**src/rtl/ext_pipe_if.sv**
```systemverilog
// rtl/ext_pipe_if.sv - operand in/out handshake bundle for ext_pipe (EXT_ILLEGAL_CHK_EN adds illegal/sticky flags)
interface ext_pipe_if #(
  parameter int IW   = 16,
  parameter int DW   = 32,
  parameter int TAGW = 5
);
  logic            in_valid;
  logic            in_ready;
  logic [2:0]      in_op;
  logic [IW-1:0]   in_imm;
  logic [TAGW-1:0] in_tag;
  logic            out_valid;
  logic            out_ready;
  logic [DW-1:0]   out_data;
  logic [TAGW-1:0] out_tag;
`ifdef EXT_ILLEGAL_CHK_EN
  logic            out_illegal;
  logic            err_sticky;
`endif

  modport master (
    output in_valid, in_op, in_imm, in_tag, out_ready,
`ifdef EXT_ILLEGAL_CHK_EN
    input  out_illegal, err_sticky,
`endif
    input  in_ready, out_valid, out_data, out_tag
  );

  modport slave (
    input  in_valid, in_op, in_imm, in_tag, out_ready,
`ifdef EXT_ILLEGAL_CHK_EN
    output out_illegal, err_sticky,
`endif
    output in_ready, out_valid, out_data, out_tag
  );
endinterface

```
**src/rtl/ext_pipe.sv**
```systemverilog
// rtl/ext_pipe.sv - registered immediate/sub-word extender with 2-entry skid buffer
// Optional reserved-op flagging enabled by defining EXT_ILLEGAL_CHK_EN.
module ext_pipe #(
  parameter int IW    = 16,
  parameter int DW    = 32,
  parameter int SHAMT = 2,
  parameter int TAGW  = 5
) (
  input  logic         clk,
  input  logic         rst_n,
  ext_pipe_if.slave    bus
);

  logic [DW-1:0]   ext_res;
  logic            ext_ill;

  logic            main_valid;
  logic [DW-1:0]   main_data;
  logic [TAGW-1:0] main_tag;
  logic            main_ill;
  logic            skid_valid;
  logic [DW-1:0]   skid_data;
  logic [TAGW-1:0] skid_tag;
  logic            skid_ill;
  logic            in_ready_r;
  logic            skid_valid_nxt;

  logic in_xfer;
  logic out_xfer;

  assign in_xfer  = bus.in_valid & in_ready_r;
  assign out_xfer = main_valid & bus.out_ready;
  assign ext_ill  = (bus.in_op[2:1] == 2'b11);

  // Shift-based forms stay legal when DW-IW or SHAMT is zero.
  always_comb begin
    ext_res = '0;
    case (bus.in_op)
      3'd0:    ext_res = DW'($signed(bus.in_imm));
      3'd1:    ext_res = DW'(bus.in_imm);
      3'd2:    ext_res = DW'(bus.in_imm) << (DW - IW);
      3'd3:    ext_res = DW'($signed(bus.in_imm)) << SHAMT;
      3'd4:    ext_res = DW'($signed(bus.in_imm[7:0]));
      3'd5:    ext_res = DW'(bus.in_imm[7:0]);
      default: ext_res = '0;
    endcase
  end

  always_comb begin
    skid_valid_nxt = skid_valid;
    if (out_xfer && skid_valid)
      skid_valid_nxt = in_xfer;
    else if (main_valid && !out_xfer && in_xfer)
      skid_valid_nxt = 1'b1;
  end

  always_ff @(posedge clk or negedge rst_n) begin
    if (!rst_n) begin
      main_valid <= 1'b0;
      main_data  <= '0;
      main_tag   <= '0;
      main_ill   <= 1'b0;
      skid_valid <= 1'b0;
      skid_data  <= '0;
      skid_tag   <= '0;
      skid_ill   <= 1'b0;
      in_ready_r <= 1'b1;
    end else begin
      skid_valid <= skid_valid_nxt;
      in_ready_r <= !skid_valid_nxt;
      if (out_xfer && skid_valid) begin
        main_data <= skid_data;
        main_tag  <= skid_tag;
        main_ill  <= skid_ill;
        if (in_xfer) begin
          skid_data <= ext_res;
          skid_tag  <= bus.in_tag;
          skid_ill  <= ext_ill;
        end
      end else if (!main_valid || out_xfer) begin
        main_valid <= in_xfer;
        if (in_xfer) begin
          main_data <= ext_res;
          main_tag  <= bus.in_tag;
          main_ill  <= ext_ill;
        end
      end else if (in_xfer) begin
        skid_data <= ext_res;
        skid_tag  <= bus.in_tag;
        skid_ill  <= ext_ill;
      end
    end
  end

  assign bus.in_ready  = in_ready_r;
  assign bus.out_valid = main_valid;
  assign bus.out_data  = main_data;
  assign bus.out_tag   = main_tag;

`ifdef EXT_ILLEGAL_CHK_EN
  logic err_r;

  always_ff @(posedge clk or negedge rst_n) begin
    if (!rst_n)
      err_r <= 1'b0;
    else if (in_xfer && ext_ill)
      err_r <= 1'b1;
  end

  assign bus.out_illegal = main_ill;
  assign bus.err_sticky  = err_r;
`else
  logic unused_ill;
  assign unused_ill = main_ill ^ ext_ill;
`endif

endmodule

```
**src/flat_wrapper.sv**
```systemverilog
// flat-port wrapper written by rule: the top's interface ports become plain ports
module ext_pipe_flat 
#(
  parameter int IW    = 16,
  parameter int DW    = 32,
  parameter int SHAMT = 2,
  parameter int TAGW  = 5
)
  (clk, rst_n, bus_in_valid, bus_in_op, bus_in_imm, bus_in_tag, bus_out_ready, bus_in_ready, bus_out_valid, bus_out_data, bus_out_tag);
  ext_pipe_if #(.IW(IW), .DW(DW), .TAGW(TAGW)) bus_i ();
  input  logic clk;
  input  logic rst_n;
  input wire logic [$bits(bus_i.in_valid)-1:0] bus_in_valid;
  input wire logic [$bits(bus_i.in_op)-1:0] bus_in_op;
  input wire logic [$bits(bus_i.in_imm)-1:0] bus_in_imm;
  input wire logic [$bits(bus_i.in_tag)-1:0] bus_in_tag;
  input wire logic [$bits(bus_i.out_ready)-1:0] bus_out_ready;
  output wire logic [$bits(bus_i.in_ready)-1:0] bus_in_ready;
  output wire logic [$bits(bus_i.out_valid)-1:0] bus_out_valid;
  output wire logic [$bits(bus_i.out_data)-1:0] bus_out_data;
  output wire logic [$bits(bus_i.out_tag)-1:0] bus_out_tag;
  assign bus_i.in_valid = bus_in_valid;
  assign bus_i.in_op = bus_in_op;
  assign bus_i.in_imm = bus_in_imm;
  assign bus_i.in_tag = bus_in_tag;
  assign bus_i.out_ready = bus_out_ready;
  assign bus_in_ready = bus_i.in_ready;
  assign bus_out_valid = bus_i.out_valid;
  assign bus_out_data = bus_i.out_data;
  assign bus_out_tag = bus_i.out_tag;
  ext_pipe #(.IW(IW), .DW(DW), .SHAMT(SHAMT), .TAGW(TAGW)) u_core (.clk(clk), .rst_n(rst_n), .bus(bus_i));
endmodule
```
**config.mk**
```make
export PLATFORM = sky130hd
export DESIGN_NAME = ext_pipe_flat
export DESIGN_NICKNAME = d
export VERILOG_FILES = /design/src/rtl/ext_pipe_if.sv /design/src/rtl/ext_pipe.sv /design/src/flat_wrapper.sv
export SDC_FILE = /design/constraint.sdc
export NUM_CORES = 1
export LEC_CHECK = 0
export ABC_AREA = 1
export BUFFER_PORTS_ARGS = -buffer_cell sky130_fd_sc_hd__buf_2
export CORE_MARGIN = 8
export CORE_UTILIZATION = 52
export CTS_BUF_LIST = sky130_fd_sc_hd__clkbuf_8
export CTS_CLUSTER_SIZE = 24
export DETAILED_ROUTE_END_ITERATION = 16
export PLACE_DENSITY = 0.78
export SLEW_MARGIN = 20
export SYNTH_ARGS = -nofsm -noshare
export SYNTH_HDL_FRONTEND = slang
export SYNTH_SLANG_ARGS = --single-unit
```
**constraint.sdc**
```tcl
create_clock -name clk -period 1.4 [get_ports clk]
set_clock_uncertainty 0.15 [all_clocks]
set_input_delay 0.14 -clock clk [delete_from_list [all_inputs] [get_ports clk]]
set_output_delay 0.14 -clock clk [all_outputs]
set_load 0.01 [all_outputs]
```
Word-level counts from Yosys, hierarchy flattened
Index checks and enable logic that the tools add are counted.

storage, ports and cells
  bits of input ports = 28
  word-level logic and storage cells = 43
  register bits after elaboration = 77

operators by class
  reduce and logical (&&, ||, !) cells = 12
  mux-type cells = 15
  bitwise logic cells = 3
  equal/unequal tests = 6

operators with widths
  cell                number
  $mux 32             6
  $pmux 32 s6         1
  $mux 5              6
  $eq 3x2->1 const B  2
  $eq 3x3->1 const B  2
  $reduce_and 2->1    2
  $reduce_bool 2->1   2
  $eq 3x1->1 const B  1
  $logic_and 1x1->1   3
  $logic_not 1->1     3
  $logic_not 3->1     1
  $and 1x1->1         2
  $mux 1              2
  $ne 2x1->1 const B  1
  $logic_or 1x1->1    1
  $not 1->1           1

Longest topological paths before layout
Gate-level depths: netlist of run 1.

  word-level depth = 7
  mapped depth = 10
  depth with buffers taken out = 9

Least setup slack after synthesis of run 1
Ideal clock, no wire load.

  path type = reg-to-reg
  start point = register u_core.in_ready_r, in the netlist u_core.bus.in_ready
  end point = register u_core.main_data[10], in the netlist u_core.bus.out_data[10]
  slack = -0.121 ns
  arrival time = 1.247 ns
  cell stages (with the launch flop) = 10
  path buffers = 2
  cell sequence = dfstp_2 nand2_1 inv_1 nand2_1 nand2_1 inv_2 buf_6 buf_6 nand2_1 nand3_1

on the way
  cells in the longest elaborated chain, start to end = 3

RTL lines
  item                                line            RTL
  start: declaration                  ext_pipe.sv:25  logic in_ready_r;
  start signal: assignment            ext_pipe.sv:70  in_ready_r <= !skid_valid_nxt;
  $and 1x1->1                         ext_pipe.sv:31  assign in_xfer = bus.in_valid & in_ready_r;
  $reduce_bool 2->1 (no source line)  n/a
  $reduce_and 2->1 (no source line)   n/a
  end signal: assignment              ext_pipe.sv:72  main_data <= skid_data;
  end signal: assignment              ext_pipe.sv:83  main_data <= ext_res;
  end: declaration                    ext_pipe.sv:18  logic [DW-1:0] main_data;

No other way between the ends.
A chain may end at the register's enable or synchronous reset.

Worst setup path after layout of run 1
  start point = register u_core.in_ready_r, in the netlist u_core.bus.in_ready
  end point = register u_core.skid_data[6]

on the way
  cells in the longest elaborated chain, start to end = 4

RTL lines
  item                    line            RTL
  $and 1x1->1 (*)         ext_pipe.sv:31
  $mux 32 (*)             n/a
  $mux 32                 n/a
  $mux 32 (*)             n/a
  end signal: assignment  ext_pipe.sv:76  skid_data <= ext_res;
  end signal: assignment  ext_pipe.sv:88  skid_data <= ext_res;
  end: declaration        ext_pipe.sv:22  logic [DW-1:0] skid_data;

Every way passes the cells marked *; elsewhere a longest branch is shown, timed or not. The select of a mux whose other input is x is not followed.

==> flow_summary.toml, run 1 <==
[placed_design]
routabilityCongestion = 0.959
dp_hpwl_mm = 6.89
portBuffers = 66
pre_cts_ws_ns = -0.120
placed_area_sq_mm = 0.00436

[route]
drt_first_pass_iters = 5
via_count = 3674
wl_per_cell_microns = 16.1
ant_nets = 0
drt_iter0_drc = 314
routed_via_density = 5.32
drc_errors = 0
drt-total-wl_mm = 11.1

[timing]
holdWs_ns = 0.0125
setup_viol = 72
fin_ws_ns = -0.129
rsz0062_at_grt = "true"
fin_crit_sh_pct = 109
hold_violations = 0
maxSlewHeadroom_pct = 63.5
drv_slew = 0
finalSetupTns_ns = -6.30
max_freq_mhz = 654
worst_slew_pin_slew_ns = 0.542
period_minus_slack_ns = 1.53

[pwr]
p_leak_uw = 0.00291
irDropWorstVdd_uv = 1130
powerDensity_mw_per_mm2 = 1920

[worst_setup_path]
arrival_ns = 1.68
crit_type = "reg -> reg"
ff2ff_setup_slack_ns = -0.13
critPathCaptureType = "register"
crit_required_ns = 1.55
crit_fanout = 6
worstSetupStartpointType = "register"

[cells_and_area]
final_common_cell = "nand2_1"
layout_common_cells = "nand2_1 (217), dfrtp_1 (76), buf_2 (65)"
final_core_util_pct = 70.5
final_area_sq_mm = 0.00506
area_growth_pct = 32.5
nNetsFinal = 615
fillers = 561
drive_gt1_share_pct = 30.6
antenna_cells = 0
seq_area_sq_mm = 0.00193
multi_input_area_sq_mm = 0.00178

[min_path]
hold_class = "in -> reg"

[logic_synthesis]
yosysTopAreaCell = "dfrtp_1"
avgSynthCellArea_sq_um = 7.64
synth_top_area_share_pct = 49.8
synth_area_sq_mm = 0.00382
synth_area_leaders = "dfrtp_1 (50%), nand2_1 (26%), nand3_1 (6.9%), inv_1 (3.1%), nand4_1 (2.5%)"
synth.yosys.seq_area_share_pct = 50.5
postSynthCellCount = 500
yosys_register_bits = 77
ys_types = 25
yosysWarnings = 0
syn_nets = 528

[global_routing]
grt_first_pass_wirelength_mm = 17.2
grt_max_degree = 78
antenna_found_initial = 0
grt_overflow = 0
grt_usage_pct = 21.2
grt_pass1_vias = 3610

[cts]
cts_buffer_depth = 2
tritoncts = "built"
cts_inserted_buffers = 9
cts.sinks = 77
clk_latency_ns = 0.36
root_buffer = "clkbuf_8"
clkSlewWorstSetupHoldPaths_ns = 0.09
cts_max_level = 3

[floorplan]
start_util_pct = 53.2
core_area_sq_mm = 0.00718
num_rows = 31
dieHeight_microns = 102
die_x_microns = 102
ios = 67
dieArea_sq_mm = 0.0103

[status]
run_status = "finished, violations left"
violations = "setup timing"

[run]
cap_violations = 0
cells in the mapped netlist:
library cell and count:
clkbuf_4 1, nand3_2 1, nand4_1 15, a21oi_1 2, nor2_1 3, a21oi_2 1, o21ai_0 5, buf_2 9
dfrtp_1 76, o22ai_1 3, o211ai_1 2, inv_2 4, nand2_1 266, buf_4 6, dfstp_2 1, nor2_2 1
nand3_1 53, clkbuf_8 1, buf_6 8, inv_1 32, nand2_2 2, nor2_4 3, clkbuf_2 1, nand4_2 3
clkbuf_1 1
final cells by class:
class	instances	area share, %
flip-flops and latches	77	38.1
multi-input cells	360	35.2
repair buffers	103	17.4
inverters	36	2.92
clock buffers	10	2.72
well taps	99	2.45
clock inverters	6	1.26
metal layers:
layer	part of all wire, %	GRT usage (%)	vias up
met5	0	0	-
met4	2.4	8.13	0
met3	8.5	5.02	22
met2	48	34.7	165
met1	41	26.5	1747
li1	-	-	1740
where the power goes:
group	switching [uW]	leakage (uW)	total [uW]	internal, uW
combinational	2330	0.00181	4090	1760
clock	862	0.000104	1730	869
sequential	620	0.00100	3890	3270
flip-flops by register name, indices dropped and copies added (netlist names):
signal / cells
u_core.skid_valid: 1
u_core.skid_tag: 5
u_core.bus.out_tag: 5
u_core.bus.in_ready: 1
u_core.skid_data: 32
u_core.bus.out_data: 32
u_core.bus.out_valid: 1
path summary, 6_finish.rpt:
| check | end | start | cells after the start |
|---|---|---|---|
| max | u_core.skid_data[6]$_DFFE_PN0P_ | u_core.bus.in_ready$_DFF_PN1_ | 6 |
| min | u_core.bus.out_valid$_DFFE_PN0N_ | bus_out_ready | 4 |
| max reg2reg | u_core.skid_data[6]$_DFFE_PN0P_ | u_core.bus.in_ready$_DFF_PN1_ | 6 |
| min reg2reg | u_core.skid_data[14]$_DFFE_PN0P_ | u_core.skid_data[14]$_DFFE_PN0P_ | 2 |
| max in group asynchronous | u_core.skid_data[26]$_DFFE_PN0P_ | rst_n | 3 |
| min in group asynchronous | u_core.bus.out_data[4]$_DFFE_PN0P_ | rst_n | 3 |
logic make-up (layout without fill, tap and decap cells):
family,Yosys count,after routing,synth area share (%)
and+or+nand+nor,347,347,38.5
DFF,77,77,50.5
buffers and inverters,63,155,9.04
AOI/OAI and AO/OA,13,13,2.03
repair_timing:
item,4_1_cts,5_1_grt
hold endpoints to repair,87,0
hold buffers,6,0
setup endpoints to repair,72,72
resized for setup,20,66
setup buffers,2,1
pin swaps,3,42
cloned,2,4
per-stage QoR:
stage | std cells | total power, uW
after CTS | 686 | 9240
after global placement | 660 | 7090
final | 691 | 9710
after floorplan | 500 | 5850
after detailed placement | 660 | 7230
after global routing | 691 | 10300
critical path, stage by stage, from the launching register on:
cell and delay [ns]:
dfstp_2 0.56, nand2_4 0.08, a21oi_4 0.19, buf_8 0.18, clkbuf_16 0.18, nand2_4 0.04, nand2_1 0.07
Power figures use the tool's default switching activity.
==> run 2, diff against run 1 <==
Settings changed: CORE_UTILIZATION 52 to 50, CTS_BUF_LIST sky130_fd_sc_hd__clkbuf_8 to sky130_fd_sc_hd__clkbuf_16, PLACE_DENSITY 0.78 to 0.75.
==> run 2 against run 1 <==
- the flow still finishes with violations (setup timing)
- hold slack improved by 0.042 ns
- non-clock buffer count shrank 2
- global-route usage fell by 0.66 points
- clock-buffer cell count decreased by 1
- fmax rose by 0.16%
- via count rose by 0.49%
==> flow_summary.toml, run 2 (synthesis results as in run 1) <==
[timing]
fin_crit_sh_pct = 109
rsz0062_at_grt = "true"
fin_ws_ns = -0.127
max_freq_mhz = 655
period_minus_slack_ns = 1.53
worst_slew_pin_slew_ns = 0.523
hold_violations = 0
maxSlewHeadroom_pct = 64.7
setup_viol = 73
finalSetupTns_ns = -6.54
drv_slew = 0

[route]
wl_per_cell_microns = 16.4
drt-total-wl_mm = 11.3
drc_errors = 0
via_count = 3692
routed-wl-met3_microns = 967
drt_first_pass_iters = 5
routed.top_layer = "met5"
drt_iter0_drc = 201
ant_nets = 0
wl_met1_mm = 4.46
routed_via_density = 5.34
met2_length_mm = 5.64

[pwr]
irDropWorstVdd_uv = 1220
power_frac_comb_pct = 40.1
powerDensity_mw_per_mm2 = 2020
seq_power_share_pct = 37.6
internal_power_uw = 6480
p_leak_uw = 0.00290
p_clk_share_pct = 22.2
p_sw_uw = 3880
switching_share_pct = 37.4

[worst_setup_path]
crit_fanout = 10
crit_type = "reg -> reg"
critPathCaptureType = "register"
rr_worst_depth = 8
worstSetupStartpointType = "register"
arrival_ns = 1.65
crit_required_ns = 1.52

[cts]
clkSlewWorstSetupHoldPaths_ns = 0.06
cts_max_level = 3
root_buffer = "clkbuf_16"
tritoncts = "built"
cts_inserted_buffers = 9
cts.sinks = 77
cts_buffer_depth = 2
clk_latency_ns = 0.34

[cells_and_area]
fin_cells = 692
nNetsFinal = 613
final_common_cell = "nand2_1"
fillers = 612
area_growth_pct = 34.2
drive_gt1_share_pct = 28.5
antenna_cells = 0
layout_common_cells = "nand2_1 (235), dfrtp_1 (75), buf_2 (65)"

[global_routing]
grt_max_degree = 78
antenna_found_initial = 1
grt_overflow = 0
grt_usage_pct = 20.6
grt_pass1_vias = 3497
grt_first_pass_wirelength_mm = 16.8

[floorplan]
ios = 67
die_x_microns = 103
dieArea_sq_mm = 0.0107
start_util_pct = 50.5
core_area_sq_mm = 0.00757
dieHeight_microns = 103
num_rows = 32

[min_path]
hold_depth = 5
hold_class = "in -> reg"

[placed_design]
routabilityCongestion = 0.865
portBuffers = 66
dp_hpwl_mm = 6.99
dp.cells = 659

[status]
violations = "setup timing"
run_status = "finished, violations left"

[run]
cap_violations = 0
==> run 2: cell count changes in the layout (fill, tap and decap cells not counted), moves of 4 or more <==
cell and delta:
buf_4 -4, clkbuf_16 +12, nand2_1 +18, nand3_1 -9, nand3_2 +8, nand2_4 -8
clkbuf_8 -10, nand2_2 -10
==> run 2: power groups by stage <==
stage                     logic, uW  clock network, uW  registers [uW]
after floorplan                1820                  0            4030
after global placement         3260                  0            3820
after detailed placement       3370                  0            3850
after CTS                      3430               2310            3830
after global routing           4580               2410            4010
final                          4160               2300            3900
==> run 2: worst paths after layout <==
path                                                     start                                   to  slack [ns]
min in group asynchronous                                rst_n  u_core.bus.out_data[16]$_DFFE_PN0P_        0.18
max in group asynchronous                                rst_n        u_core.bus.in_ready$_DFF_PN1_        0.51
worst min register to register  u_core.skid_tag[4]$_DFFE_PN0P_       u_core.skid_tag[4]$_DFFE_PN0P_        0.32
worst max-delay path             u_core.bus.in_ready$_DFF_PN1_   u_core.bus.out_data[3]$_DFFE_PN0P_       -0.13
worst max register to register   u_core.bus.in_ready$_DFF_PN1_   u_core.bus.out_data[3]$_DFFE_PN0P_       -0.13
worst min-delay path                             bus_in_imm[5]     u_core.skid_data[21]$_DFFE_PN0P_        0.05
==> run 2: per-stage QoR <==
stage	total power [uW]	utilization [%]	worst slack, ns	hold slack, ns	cell area, sq um
floorplan	5850	-	-0.0582	-0.306	3820
global placement	7070	57.5	-0.0420	0.0445	4350
detailed placement	7220	57.5	-0.0828	0.0448	4350
CTS	9570	62.5	-0.0796	0.0533	4730
global route	11000	67.7	-0.185	0.0960	5130
finish	10400	67.7	-0.127	0.0548	5130
==> run 2: cell type report <==
class | instances | area, sq um | share of cell area [%]
clock buffers | 9 | 225 | 4.39
clock inverters | 7 | 67.6 | 1.32
inverters | 36 | 143 | 2.78
multi-input cells | 360 | 1750 | 34.1
flip-flops and latches | 77 | 1930 | 37.6
well taps | 102 | 128 | 2.49
repair buffers | 101 | 885 | 17.3
==> run 2: what timing repair did <==
action,4_1_cts,5_1_grt
setup endpoints to repair,74,74
hold endpoints to repair,87,0
gates resized for setup,5,56
setup buffers,0,4
hold buffers,7,0
pin swaps,0,17
gates cloned,0,6
==> run 2: layer usage <==
metal,vias to the layer above,track usage [%]
met5,-,0
met4,2,8.45
met3,29,5.09
met2,150,34.9
met1,1770,24.3
li1,1741,-
==> run 2: worst max-delay path, cell delays in order, from the launching register on <==
cell       delay (ns)
dfstp_2          0.55
nand2_4          0.07
inv_4            0.06
nand2_4          0.06
nor2_4           0.11
buf_12           0.15
clkbuf_16        0.16
nand2_1          0.06
nand3_1          0.09
